--- src/rtl/fetch_ctrl_pkg.sv ---
// -----------------------------------------------------------------------------
// fetch_ctrl_pkg
// Shared definitions for the IF-stage sequencing controller:
//   - fetch_state_e : one-hot state encoding (HOLD / RUN / REDIRECT)
//   - XLEN_DEFAULT  : default PC / branch-target width
//   - NOP_FLUSH     : instruction word the IF/ID register loads on if_flush
// -----------------------------------------------------------------------------
package fetch_ctrl_pkg;

    localparam int XLEN_DEFAULT = 32;

    // addi x0, x0, 0 -- the IF/ID register substitutes this word when flushed
    localparam logic [31:0] NOP_FLUSH = 32'h0000_0013;

    // One-hot so that any corrupted encoding is detectable and falls to HOLD
    typedef enum logic [2:0] {
        HOLD     = 3'b001,
        RUN      = 3'b010,
        REDIRECT = 3'b100
    } fetch_state_e;

endpackage : fetch_ctrl_pkg

--- src/rtl/fetch_ctrl_if.sv ---
// -----------------------------------------------------------------------------
// fetch_ctrl_if
// Bundles the controller's hazard/branch/memory inputs and fetch-stage outputs.
//   master : the fetch controller (drives control outputs, reads requests)
//   slave  : the surrounding pipeline (drives requests, reads control outputs)
// Parameters: XLEN (PC width), CNT_W (performance counter width).
// -----------------------------------------------------------------------------
interface fetch_ctrl_if #(
    parameter int XLEN  = 32,
    parameter int CNT_W = 16
) ();

    logic             branch_taken;
    logic [XLEN-1:0]  branch_target;
    logic             load_use_hazard;
    logic             imem_ready;
    logic             imem_req;
    logic             mux_sel;
    logic [XLEN-1:0]  pc_branch_value;
    logic             load_pc;
    logic             load_if_id_register;
    logic             if_flush;
    logic [CNT_W-1:0] stall_cycles;
    logic [CNT_W-1:0] flush_events;

    modport master (
        input  branch_taken, branch_target, load_use_hazard, imem_ready,
        output imem_req, mux_sel, pc_branch_value, load_pc,
               load_if_id_register, if_flush, stall_cycles, flush_events
    );

    modport slave (
        output branch_taken, branch_target, load_use_hazard, imem_ready,
        input  imem_req, mux_sel, pc_branch_value, load_pc,
               load_if_id_register, if_flush, stall_cycles, flush_events
    );

endinterface : fetch_ctrl_if

--- src/rtl/fetch_ctrl_perf.sv ---
// -----------------------------------------------------------------------------
// fetch_ctrl_perf
// Two saturating performance counters for the fetch controller.
// Ports:
//   clock        : system clock
//   reset        : synchronous active-low reset, clears both counters
//   stall_inc    : count one stalled RUN cycle
//   flush_inc    : count one accepted branch
//   stall_cycles : stalled-cycle count (saturates at all-ones)
//   flush_events : branch-flush count (saturates at all-ones)
// -----------------------------------------------------------------------------
module fetch_ctrl_perf #(
    parameter int CNT_W = 16
) (
    input  logic             clock,
    input  logic             reset,
    input  logic             stall_inc,
    input  logic             flush_inc,
    output logic [CNT_W-1:0] stall_cycles,
    output logic [CNT_W-1:0] flush_events
);

    // Add one unless already pinned at all-ones
    function automatic logic [CNT_W-1:0] sat_inc(input logic [CNT_W-1:0] value);
        if (value == {CNT_W{1'b1}}) begin
            sat_inc = value;
        end else begin
            sat_inc = value + CNT_W'(1);
        end
    endfunction

    // Counter registers with synchronous clear
    always_ff @(posedge clock) begin
        if (!reset) begin
            stall_cycles <= '0;
            flush_events <= '0;
        end else begin
            if (stall_inc) begin
                stall_cycles <= sat_inc(stall_cycles);
            end
            if (flush_inc) begin
                flush_events <= sat_inc(flush_events);
            end
        end
    end

endmodule : fetch_ctrl_perf

--- src/rtl/fetch_control.sv ---
// -----------------------------------------------------------------------------
// fetch_control
// Sequencing controller for the IF stage: each cycle decides whether the fetch
// advances, freezes, redirects to a branch target or flushes IF/ID.
// Ports:
//   clock : system clock, all state updates on its rising edge
//   reset : synchronous active-low reset
//   bus   : fetch_ctrl_if.master -- branch_taken/branch_target, load_use_hazard,
//           imem_ready in; imem_req, mux_sel, pc_branch_value, load_pc,
//           load_if_id_register, if_flush, stall_cycles, flush_events out
// Configuration: define FETCH_CTRL_PERF_EN to build the performance counters;
// otherwise stall_cycles/flush_events are tied to zero.
// Control outputs are a combinational decode of state and inputs; the state,
// the post-reset hold counter and pc_branch_value are registered.
// -----------------------------------------------------------------------------
module fetch_control
    import fetch_ctrl_pkg::*;
#(
    parameter int XLEN              = XLEN_DEFAULT,
    parameter int RESET_HOLD_CYCLES = 2,
    parameter int CNT_W             = 16
) (
    input  logic         clock,
    input  logic         reset,
    fetch_ctrl_if.master bus
);

    localparam int HOLD_W = (RESET_HOLD_CYCLES > 1) ? $clog2(RESET_HOLD_CYCLES) : 1;
    localparam logic [HOLD_W-1:0] HOLD_LAST = HOLD_W'(RESET_HOLD_CYCLES - 1);

    fetch_state_e      state_r;
    fetch_state_e      state_s;
    logic [HOLD_W-1:0] hold_cnt_r;
    logic [HOLD_W-1:0] hold_cnt_s;
    logic [XLEN-1:0]   pc_branch_r;
    logic [XLEN-1:0]   pc_branch_s;

    logic imem_req_s;
    logic mux_sel_s;
    logic load_pc_s;
    logic load_if_id_s;
    logic if_flush_s;

    // State, hold counter and redirect target registers
    always_ff @(posedge clock) begin
        if (!reset) begin
            state_r     <= HOLD;
            hold_cnt_r  <= '0;
            pc_branch_r <= '0;
        end else begin
            state_r     <= state_s;
            hold_cnt_r  <= hold_cnt_s;
            pc_branch_r <= pc_branch_s;
        end
    end

    // Next-state and control-output decode
    always_comb begin
        state_s      = state_r;
        hold_cnt_s   = '0;
        pc_branch_s  = pc_branch_r;
        imem_req_s   = 1'b0;
        mux_sel_s    = 1'b0;
        load_pc_s    = 1'b0;
        load_if_id_s = 1'b0;
        if_flush_s   = 1'b0;
        case (state_r)
            HOLD: begin
                // Inputs ignored; leave once the hold counter has run out
                if (hold_cnt_r == HOLD_LAST) begin
                    state_s = RUN;
                end else begin
                    hold_cnt_s = hold_cnt_r + HOLD_W'(1);
                end
            end
            RUN: begin
                imem_req_s = 1'b1;
                if (bus.branch_taken) begin
                    // Squash the wrong-path fetch now, redirect next cycle
                    if_flush_s  = 1'b1;
                    pc_branch_s = bus.branch_target;
                    state_s     = REDIRECT;
                end else if (bus.load_use_hazard) begin
                    state_s = RUN;
                end else if (!bus.imem_ready) begin
                    state_s = RUN;
                end else begin
                    load_pc_s    = 1'b1;
                    load_if_id_s = 1'b1;
                end
            end
            REDIRECT: begin
                // Load the captured target; the fetched word is wrong-path
                mux_sel_s  = 1'b1;
                load_pc_s  = 1'b1;
                if_flush_s = 1'b1;
                state_s    = RUN;
            end
            default: begin
                state_s = HOLD;
            end
        endcase
    end

    assign bus.imem_req            = imem_req_s;
    assign bus.mux_sel             = mux_sel_s;
    assign bus.load_pc             = load_pc_s;
    assign bus.load_if_id_register = load_if_id_s;
    assign bus.if_flush            = if_flush_s;
    assign bus.pc_branch_value     = pc_branch_r;

`ifdef FETCH_CTRL_PERF_EN
    logic stall_inc_s;
    logic flush_inc_s;

    // Stall: RUN cycle without a PC load and without a branch
    assign stall_inc_s = (state_r == RUN) && !load_pc_s && !bus.branch_taken;
    assign flush_inc_s = (state_r == RUN) && bus.branch_taken;

    fetch_ctrl_perf #(
        .CNT_W (CNT_W)
    ) u_perf (
        .clock        (clock),
        .reset        (reset),
        .stall_inc    (stall_inc_s),
        .flush_inc    (flush_inc_s),
        .stall_cycles (bus.stall_cycles),
        .flush_events (bus.flush_events)
    );
`else
    assign bus.stall_cycles = CNT_W'(0);
    assign bus.flush_events = CNT_W'(0);
`endif

endmodule : fetch_control

--- src/flat_wrapper.sv ---
// flat-port wrapper written by rule: the top's interface ports become plain ports
module fetch_control_flat import fetch_ctrl_pkg::*;
#(
    parameter int XLEN              = XLEN_DEFAULT,
    parameter int RESET_HOLD_CYCLES = 2,
    parameter int CNT_W             = 16
)
  (clock, reset, bus_branch_taken, bus_branch_target, bus_load_use_hazard, bus_imem_ready, bus_imem_req, bus_mux_sel, bus_pc_branch_value, bus_load_pc, bus_load_if_id_register, bus_if_flush, bus_stall_cycles, bus_flush_events);
  fetch_ctrl_if #(.XLEN(XLEN), .CNT_W(CNT_W)) bus_i ();
  input  logic clock;
  input  logic reset;
  input wire logic [$bits(bus_i.branch_taken)-1:0] bus_branch_taken;
  input wire logic [$bits(bus_i.branch_target)-1:0] bus_branch_target;
  input wire logic [$bits(bus_i.load_use_hazard)-1:0] bus_load_use_hazard;
  input wire logic [$bits(bus_i.imem_ready)-1:0] bus_imem_ready;
  output wire logic [$bits(bus_i.imem_req)-1:0] bus_imem_req;
  output wire logic [$bits(bus_i.mux_sel)-1:0] bus_mux_sel;
  output wire logic [$bits(bus_i.pc_branch_value)-1:0] bus_pc_branch_value;
  output wire logic [$bits(bus_i.load_pc)-1:0] bus_load_pc;
  output wire logic [$bits(bus_i.load_if_id_register)-1:0] bus_load_if_id_register;
  output wire logic [$bits(bus_i.if_flush)-1:0] bus_if_flush;
  output wire logic [$bits(bus_i.stall_cycles)-1:0] bus_stall_cycles;
  output wire logic [$bits(bus_i.flush_events)-1:0] bus_flush_events;
  assign bus_i.branch_taken = bus_branch_taken;
  assign bus_i.branch_target = bus_branch_target;
  assign bus_i.load_use_hazard = bus_load_use_hazard;
  assign bus_i.imem_ready = bus_imem_ready;
  assign bus_imem_req = bus_i.imem_req;
  assign bus_mux_sel = bus_i.mux_sel;
  assign bus_pc_branch_value = bus_i.pc_branch_value;
  assign bus_load_pc = bus_i.load_pc;
  assign bus_load_if_id_register = bus_i.load_if_id_register;
  assign bus_if_flush = bus_i.if_flush;
  assign bus_stall_cycles = bus_i.stall_cycles;
  assign bus_flush_events = bus_i.flush_events;
  fetch_control #(.XLEN(XLEN), .RESET_HOLD_CYCLES(RESET_HOLD_CYCLES), .CNT_W(CNT_W)) u_core (.clock(clock), .reset(reset), .bus(bus_i));
endmodule
--- config.mk ---
export PLATFORM = sky130hd
export DESIGN_NAME = fetch_control_flat
export DESIGN_NICKNAME = d
export VERILOG_FILES = /design/src/rtl/fetch_ctrl_pkg.sv /design/src/rtl/fetch_ctrl_if.sv /design/src/rtl/fetch_ctrl_perf.sv /design/src/rtl/fetch_control.sv /design/src/flat_wrapper.sv
export SDC_FILE = /design/constraint.sdc
export NUM_CORES = 1
export LEC_CHECK = 0
export CAP_MARGIN = 20
export CORE_MARGIN = 2
export CORE_UTILIZATION = 34
export DETAILED_ROUTE_END_ITERATION = 10
export PLACE_DENSITY = 0.75
export SKIP_LAST_GASP = 1
export SYNTH_ARGS = -nofsm -noshare
export SYNTH_HDL_FRONTEND = slang
export SYNTH_SLANG_ARGS = --single-unit
--- constraint.sdc ---
create_clock -name clock -period 2.09 [get_ports clock]
set_clock_uncertainty 0.05 [all_clocks]
set_input_delay 0.5225 -clock clock [delete_from_list [all_inputs] [get_ports clock]]
set_output_delay 0.5225 -clock clock [all_outputs]
set_load 0.03 [all_outputs]
=== Yosys cells after proc, flatten, opt, wreduce, memory -nomap -nowiden ===
Index checks and enable logic that the tools add are counted.
Widths: inputs -> output; s select.

* Bits in registers: 36
* Bits of input ports: 37
* Output and inout port bits: 69
* Word-level logic and storage cells: 28

* Add/subtract/negate cells: 1
* Equality and inequality tests: 5
* Multiplexer cells: 14
* Bitwise logic cells: 2
* Reductions and logical operators: 3

{| class="wikitable"
|+ Operators with widths
! cell !! number
|-
| $mux 3 || 4
|-
| $pmux 3 s3 || 1
|-
| $mux 1 || 7
|-
| $ne 4x4->1 const B || 1
|-
| $pmux 1 s2 || 2
|-
| $reduce_and 2->1 || 2
|-
| $eq 3x1->1 const B || 1
|-
| $eq 3x2->1 const B || 1
|-
| $eq 3x3->1 const B || 1
|-
| $reduce_or 3->1 || 1
|-
| $ne 2x1->1 const B || 1
|-
| $not 1->1 || 2
|-
| $add 1x1->1 const B || 1
|}

=== Logic depth before layout (Yosys ltp) ===
Gate-level depths: netlist (run 1).

* Word-level depth: 4
* Depth in mapped cells: 5
* Depth with buffers taken out: 2

=== Worst setup path before layout (run 1) ===
Ideal clock, no wire load.

* Kind: register to output
* Start: register u_core.state_r[1]
* End: output bus_load_if_id_register
* Data arrival time: 1.721 ns
* Required time: 1.517 ns
* Setup slack: -0.203 ns
* Stages on the path, launching flop included: 3
* Buffers on the path: 0
* Cells stage by stage: dfxtp_1 -> nor3b_1 -> and3_1

* Longest elaborated chain between the ends: 2

{| class="wikitable"
|+ RTL lines
! what !! line !! RTL
|-
| start: declaration || fetch_control.sv:31 || <nowiki>fetch_state_e state_r;</nowiki>
|-
| start signal: assignment || fetch_control.sv:51 || <nowiki>state_r <= state_s;</nowiki>
|-
| $eq 3x2->1 || fetch_control.sv:67 || <nowiki>case (state_r)</nowiki>
|-
| $mux 1 || fetch_control.sv:67 ||
|-
| end: declaration || flat_wrapper.sv:20 || <nowiki>output wire logic [$bits(bus_i.load_if_id_register)-1:0] bus_load_if_id_register;</nowiki>
|}

No other way between the ends.

=== Final worst setup path (run 1) ===
* Start: input bus_load_use_hazard
* End: output bus_load_pc

* Longest elaborated chain between the ends: 3

{| class="wikitable"
|+ RTL lines
! what !! line !! RTL
|-
| start: declaration || flat_wrapper.sv:14 || <nowiki>input wire logic [$bits(bus_i.load_use_hazard)-1:0] bus_load_use_hazard;</nowiki>
|-
| $mux 1 || fetch_control.sv:83 || <nowiki>end else if (bus.load_use_hazard) begin</nowiki>
|-
| $mux 1 || fetch_control.sv:78 || <nowiki>if (bus.branch_taken) begin</nowiki>
|-
| $pmux 1 s2 || fetch_control.sv:67 ||
|-
| end: declaration || flat_wrapper.sv:19 || <nowiki>output wire logic [$bits(bus_i.load_pc)-1:0] bus_load_pc;</nowiki>
|}

No other way between the ends.

==> impl_results.md, run 1 <==
* Status: completed
* PortBufs at 73
* Row count at 25
* H-tree depth at 2
* CTS Buf Count at 5
* Synth unique cells at 21
* Die Y at 75.2 um
* Root Driver: clkbuf_8
* Via Count at 1346
* Die Wd at between 70 and 80 um
* Seq cells post-synth at 36
* Initial antenna violation count at 0
* P&R area growth vs syn at 42.5%
* CP Launch Type: primary input
* Lkg Pwr at 0.000954 uW
* Post-Syn Area at between 0.0015 and 0.002 mm2
* Pins Over Slew Limit at 0
* Worst setup EP type: output port
* First-pass GRT wire length at just over 5 mm
* Placeable Area at 0.00482 mm2
* Sequential area share after synthesis at approximately two fifths
* Clock slew at reported path FFs at ~60 ps
* Dpl cells at roughly 320
* Dominant cells by area after synthesis: dfxtp_1 (42%), mux2i_1 (19%), buf_4 (14%), nand2_1 (14%), buf_8 (2.6%)
* Mapped Cells at roughly 190
* Simple-Gate Fraction of Synth Area at a little under a fifth
* Synth warn at 0
* Drt drc at 0
* Multi-input logic area at ~800 um2
* Worst-skew pair later-pin latency at 270 ps
* Initial Utilization at between 30% and 40%
* M1 GR Usage at around an eighth
* Drt pass-1 iters at 4
* Post-Synth Adder-Cell Area at 0%
* Full die area at 0.00566 mm2
* Max-cap violations at 0
* Crit path kind: primary input to output port
* GR met2 Demand/Resource at 19.7%
* Synth async-reset ratio at 0%
* Starting DRT DRC Count at 28
* Hold slack at 405 ps
* Gpl congestion at 0.747
* Number of I/O pins at between 100 and 150
* Nets at 301
* Ys flop type: dfxtp_1
* XOR/XNOR Fraction of Synth Area at 0%
* P per Cell Area at just under 600 mW/mm2
* VDD IR-drop max at 0.329 mV
* Met3 GRT Util at under 10%
* Routed vias/inst at around 4.1
* Proportion of synthesized area in mux cells at 18.6%
* Syn avg cell area at 9.03 um2
* Worst slew pin tran at ~540 ps
* Dominant cell type by area after synthesis: dfxtp_1
* Final Setup Violations at 0
* Core Util, Final at between 50 and 60%
* Largest net degree at the start of global routing at 37
* Total gr overflow at 0
* Class of the worst hold path: flop to flop
* Period utilization at 95.5%
* Post-Layout Cell Count at about 330
* Avg WL per Cell at 10.0 um
* Grt peak-use layer: met2
* Largest family of logic cells by synthesized area: buffers and inverters
* CP required at around 1500 ps
* Inserted Diodes at 0
* Top-area cell type share of the netlist area at roughly two fifths
* Post-synth top cells: nand2_1 (64), dfxtp_1 (36), buf_4 (33)
* RSZ-0062 raised after global routing: false
* Post-cts repair resize count at 4
* Post-CTS Setup Inserts at 0
* Final Hold Fails at 0
* GRT Util Overall at a little under an eighth
* F_max at approximately 0.50 GHz
* Synth Area in Compound Gates at 1.45%
* CTS max path bufs at 2
* Share of cells above drive strength 1 at between 7 and 8%
* Final wirelength at between 3 and 4 mm
* TNS Setup at 0 ps
* Vias in the first global route at ~1200
* Post-layout min period at around 2000 ps
* Crit Path Max Fanout at 2
* EDFF count, synth at 0
* Arrival time worst endpoint at 1420 ps
* Number of fill cells at 462
* Slew HR at between 60% and 70%
* Routed Antenna Nets at 0
* CTS tree: built
* HPWL after DPL at roughly 2.4 mm
* Register area at between 700 and 800 um2
* Hold_buf cts at 0
* Sink Count at 36
* Count leader, synth: nand2_1
## layout by cell type (no fill, tap or decap), types with 2 or more instances in the layout
cell / instances
buf_4: 8
clkbuf_1: 2
clkbuf_8: 6
clkdlybuf4s50_1: 66
conb_1: 32
dfxtp_1: 36
dlygate4sd2_1: 3
mux2i_1: 32
nand2_1: 64
nor2_1: 2
nor3b_2: 2
## worst paths after layout
| path | end | cells after the start | start | slack [ps] |
|---|---|---|---|---|
| worst max-delay path | bus_load_pc | 4 | bus_load_use_hazard | 90 |
| worst min-delay path | u_core.bus.pc_branch_value[26] | 2 | u_core.bus.pc_branch_value[26] | 410 |
| worst min register to register | u_core.bus.pc_branch_value[26] | 2 | u_core.bus.pc_branch_value[26] | 410 |
| worst max register to register | u_core.bus.pc_branch_value[8] | 3 | u_core.state_r[0] | 560 |
## where the power goes
group | switching [uW] | total [uW] | internal (uW) | leakage, uW
logic | 135 | 227 | 92.3 | 0.000618
registers | 10.1 | 709 | 699 | 0.000291
clock network | 223 | 492 | 269 | 0.0000455
total | 368 | 1430 | 1060 | 0.000954
## layout make-up
type | instances | share of cell area [%]
Tap cell | 67 | 3.41
Clock buffer | 8 | 3.67
Sequential cell | 36 | 29.3
Multi-Input combinational cell | 142 | 32.5
Timing Repair Buffer | 79 | 31.1
## through the flow
| stage | instance area [um2] | setup WS (ps) | total power [uW] |
|---|---|---|---|
| final | 2460 | 94.1 | 1430 |
| after global routing | 2460 | 53.7 | 1510 |
| after CTS | 2460 | 89.9 | 1450 |
| after detailed placement | 2370 | -98.5 | 952 |
| after global placement | 2370 | -88.6 | 950 |
| after floorplan | 1850 | 177 | 912 |
## state kept, by name, indices dropped and copies added (netlist names)
| register | cells |
|---|---|
| u_core.hold_cnt_r | 1 |
| u_core.state_r | 3 |
| u_core.bus.pc_branch_value | 32 |
## cell families (layout without fill, tap and decap cells)
| kind of cell | Yosys count | in the layout |
|---|---|---|
| AO/OA/AOI/OAI | 3 | 3 |
| other | 1 | 32 |
| AND/OR/NAND/NOR | 75 | 75 |
| buffers and inverters | 44 | 87 |
| flip-flops | 36 | 36 |
| multiplexers | 32 | 32 |
## metal layers
layer  wire (um)  up-vias
li1            -      695
met1        1400      586
met3         366        3
met2        1530       62
met4          27        0
met5           0        -
## critical path: stages
cell,delay (ps)
clkdlybuf4s50_1,460
nor2_1,50
a31o_2,230
buf_4,160
No activity file was read; power rests on OpenSTA's default activity.
==> run 2, diff against run 1 <==
--- a/config.mk
+++ b/config.mk
@@ -8,8 +8,9 @@
 export CAP_MARGIN = 20
 export CORE_MARGIN = 2
 export CORE_UTILIZATION = 34
+export CTS_CLUSTER_DIAMETER = 50
 export DETAILED_ROUTE_END_ITERATION = 10
-export PLACE_DENSITY = 0.75
+export PLACE_DENSITY = 0.81
 export SKIP_LAST_GASP = 1
 export SYNTH_ARGS = -nofsm -noshare
 export SYNTH_HDL_FRONTEND = slang
==> run 2 against run 1 <==
Compared with the run above:
- hold slack improved by 0.97 ps
- critical path depth unchanged
- cell count decreased by 0.60%
- routed wire length increased by 1.6%
- fmax increased by 0.33%
- power increased by 2.1%
- non-clock buffer count decreased by 1
- via count increased by 0.67%
- clock-buffer cell count decreased by 1
- first-iteration DRC count increased by 96%
- sequential share of layout area decreased by 0.13 points
- critical path type unchanged
- combinational power about the same
==> impl_results.md, run 2 (synthesis gave the netlist of run 1 again) <==
* CTS max path bufs at 2 (unchanged)
* Lkg Pwr at 0.000959 uW (+0.48%)
* Total gr overflow at 0 (unchanged)
* Core Util, Final at 51.2% (+0.23 points)
* Die Wd at 75.2 um (unchanged)
* Drt drc at 0 (unchanged)
* Die Y at 75.2 um (unchanged)
* Period utilization at 95.2% (-0.31 points)
* F_max at 0.503 GHz (+0.33%)
* Dpl cells at 323 (-0.31%)
* Worst setup EP type: output port
* P&R area growth vs syn at 43.1%
* CP Launch Type: primary input
* Slowest cell on crit path: clkdlybuf4s50_1
* Crit path kind: primary input to output port
* First-pass GRT wire length at 5.40 mm (+7.1%)
* Largest net degree at the start of global routing at 69 (+86%)
* Status: completed
* Grt peak-use layer: met2
* M1 GR Usage at 13.5% (+0.71 points)
* Full die area at 0.00566 mm2 (unchanged)
* Commonest non-fill, non-tap cell in the layout: clkdlybuf4s50_1
* Met3 GRT Util at 6.29% (+0.13 points)
* Share of cells above drive strength 1 at 7.98% (+0.060 points)
* Root Driver: clkbuf_8
* Arrival time worst endpoint at 1420 ps (about the same)
* CP delay by family, top: buffers and inverters
* Starting DRT DRC Count at 55 (+96%)
* GR met2 Demand/Resource at 20.9% (+1.2 points)
* Drt pass-1 iters at 3 (-1)
* Vias in the first global route at 1292 (+7.9%)
* VDD IR-drop max at 0.257 mV (-22%)
* Worst-skew pair later-pin latency at 270 ps (about the same)
* Bufs and invs on worst path at 2 (unchanged)
* Slew HR at 63.0% (-0.64 points)
* Class of the worst hold path: flop to flop
* Final wirelength at 3.37 mm (+1.6%)
* Inserted Diodes at 0 (unchanged)
* Largest register FFs at 32 (unchanged)
* Worst slew pin tran at 555 ps (+9.61 ps)
* GRT Util Overall at 12.4% (+0.76 points)
* Clock slew at reported path FFs at 70 ps (about the same)
* Routed Antenna Nets at 0 (unchanged)
* RSZ-0062 raised after global routing: false
* Gpl congestion at 0.691 (-7.5%)
* Nets at 300 (-0.33%)
* Worst path max stage delay at 450 ps (about the same)
* Avg WL per Cell at 10.2 um (+2.2%)
* Row count at 25 (unchanged)
* HPWL after DPL at 2.36 mm (-0.52%)
* Via Count at 1355 (+0.67%)
* Initial Utilization at 35.8% (unchanged)
* Post-CTS Setup Inserts at 0 (unchanged)
* Max-cap violations at 0 (unchanged)
* CP required at 1520 ps (about the same)
* CTS tree: built
* Number of I/O pins at 106 (unchanged)
* Pins Over Slew Limit at 0 (unchanged)
* Initial antenna violation count at 0 (unchanged)
* CTS Buf Count at 5 (unchanged)
* PortBufs at 73 (unchanged)
* Sink Count at 36 (unchanged)
* Most frequent cells in the layout: clkdlybuf4s50_1 (66), nand2_1 (64), dfxtp_1 (36)
* H-tree depth at 2 (unchanged)
* Hold_buf cts at 0 (unchanged)
* Placeable Area at 0.00482 mm2 (unchanged)
* Post-cts repair resize count at 4 (unchanged)
* Final Hold Fails at 0 (unchanged)
* Final Setup Violations at 0 (unchanged)
* Post-layout min period at 1990 ps (-6.58 ps)
* Routed vias/inst at 4.11 (+1.3%)
* P per Cell Area at 591 mW/mm2 (+1.6%)
* Worst path cell trace: clkdlybuf4s50_1, nor2_1, a31o_2, buf_4
* Crit Path Max Fanout at 2 (unchanged)
* Post-Layout Cell Count at 330 (-0.60%)
run 2: cell count changes in the layout (fill, tap and decap cells not counted), sizes merged:
cell,before,now
buf,10,9
clkbuf,8,7
run 2: per-stage QoR:
step	total power (uW)	cell area (um2)	hold slack [ps]	setup TNS [ps]	setup WS (ps)
floorplan	912	1850	493	0	177
global placement	951	2370	391	-102	-88.9
detailed placement	954	2370	400	-235	-94.9
CTS	1490	2470	409	0	102
global route	1540	2470	428	0	47.0
finish	1460	2470	406	0	101
run 2: final cells by class:
class | count | area [um2]
repair buffers | 78 | 768
clock buffers | 7 | 96.3
well taps | 67 | 83.8
flip-flops and latches | 36 | 721
fillers | 462 | 2350
multi-input cells | 142 | 798
run 2: routing by layer:
metal  routed length (um)  share of wire [%]
met1                 1410                 42
met2                 1590                 47
met3                  361                 11
met4                   12               0.36
met5                    0                  0
run 2: final timing paths:
path                                                startpoint                              to  slack (ps)  cells after the start
worst max-delay path                       bus_load_use_hazard                     bus_load_pc         100                      4
worst min-delay path            u_core.bus.pc_branch_value[14]  u_core.bus.pc_branch_value[14]         410                      2
worst min register to register  u_core.bus.pc_branch_value[14]  u_core.bus.pc_branch_value[14]         410                      2
worst max register to register               u_core.state_r[0]  u_core.bus.pc_branch_value[10]         540                      3
run 2: worst min-delay path, delay by kind of cell (launching register included):
family / cells / cell delay, ps
flip-flops: 1 / 310
multiplexers: 1 / 50
AND/OR/NAND/NOR: 1 / 50
run 2: power breakdown:
group	switching, uW	internal (uW)	total, uW	leakage [uW]
Combinational	135	93.7	229	0.000618
Clock	226	293	519	0.0000503
Sequential	10.3	698	709	0.000291
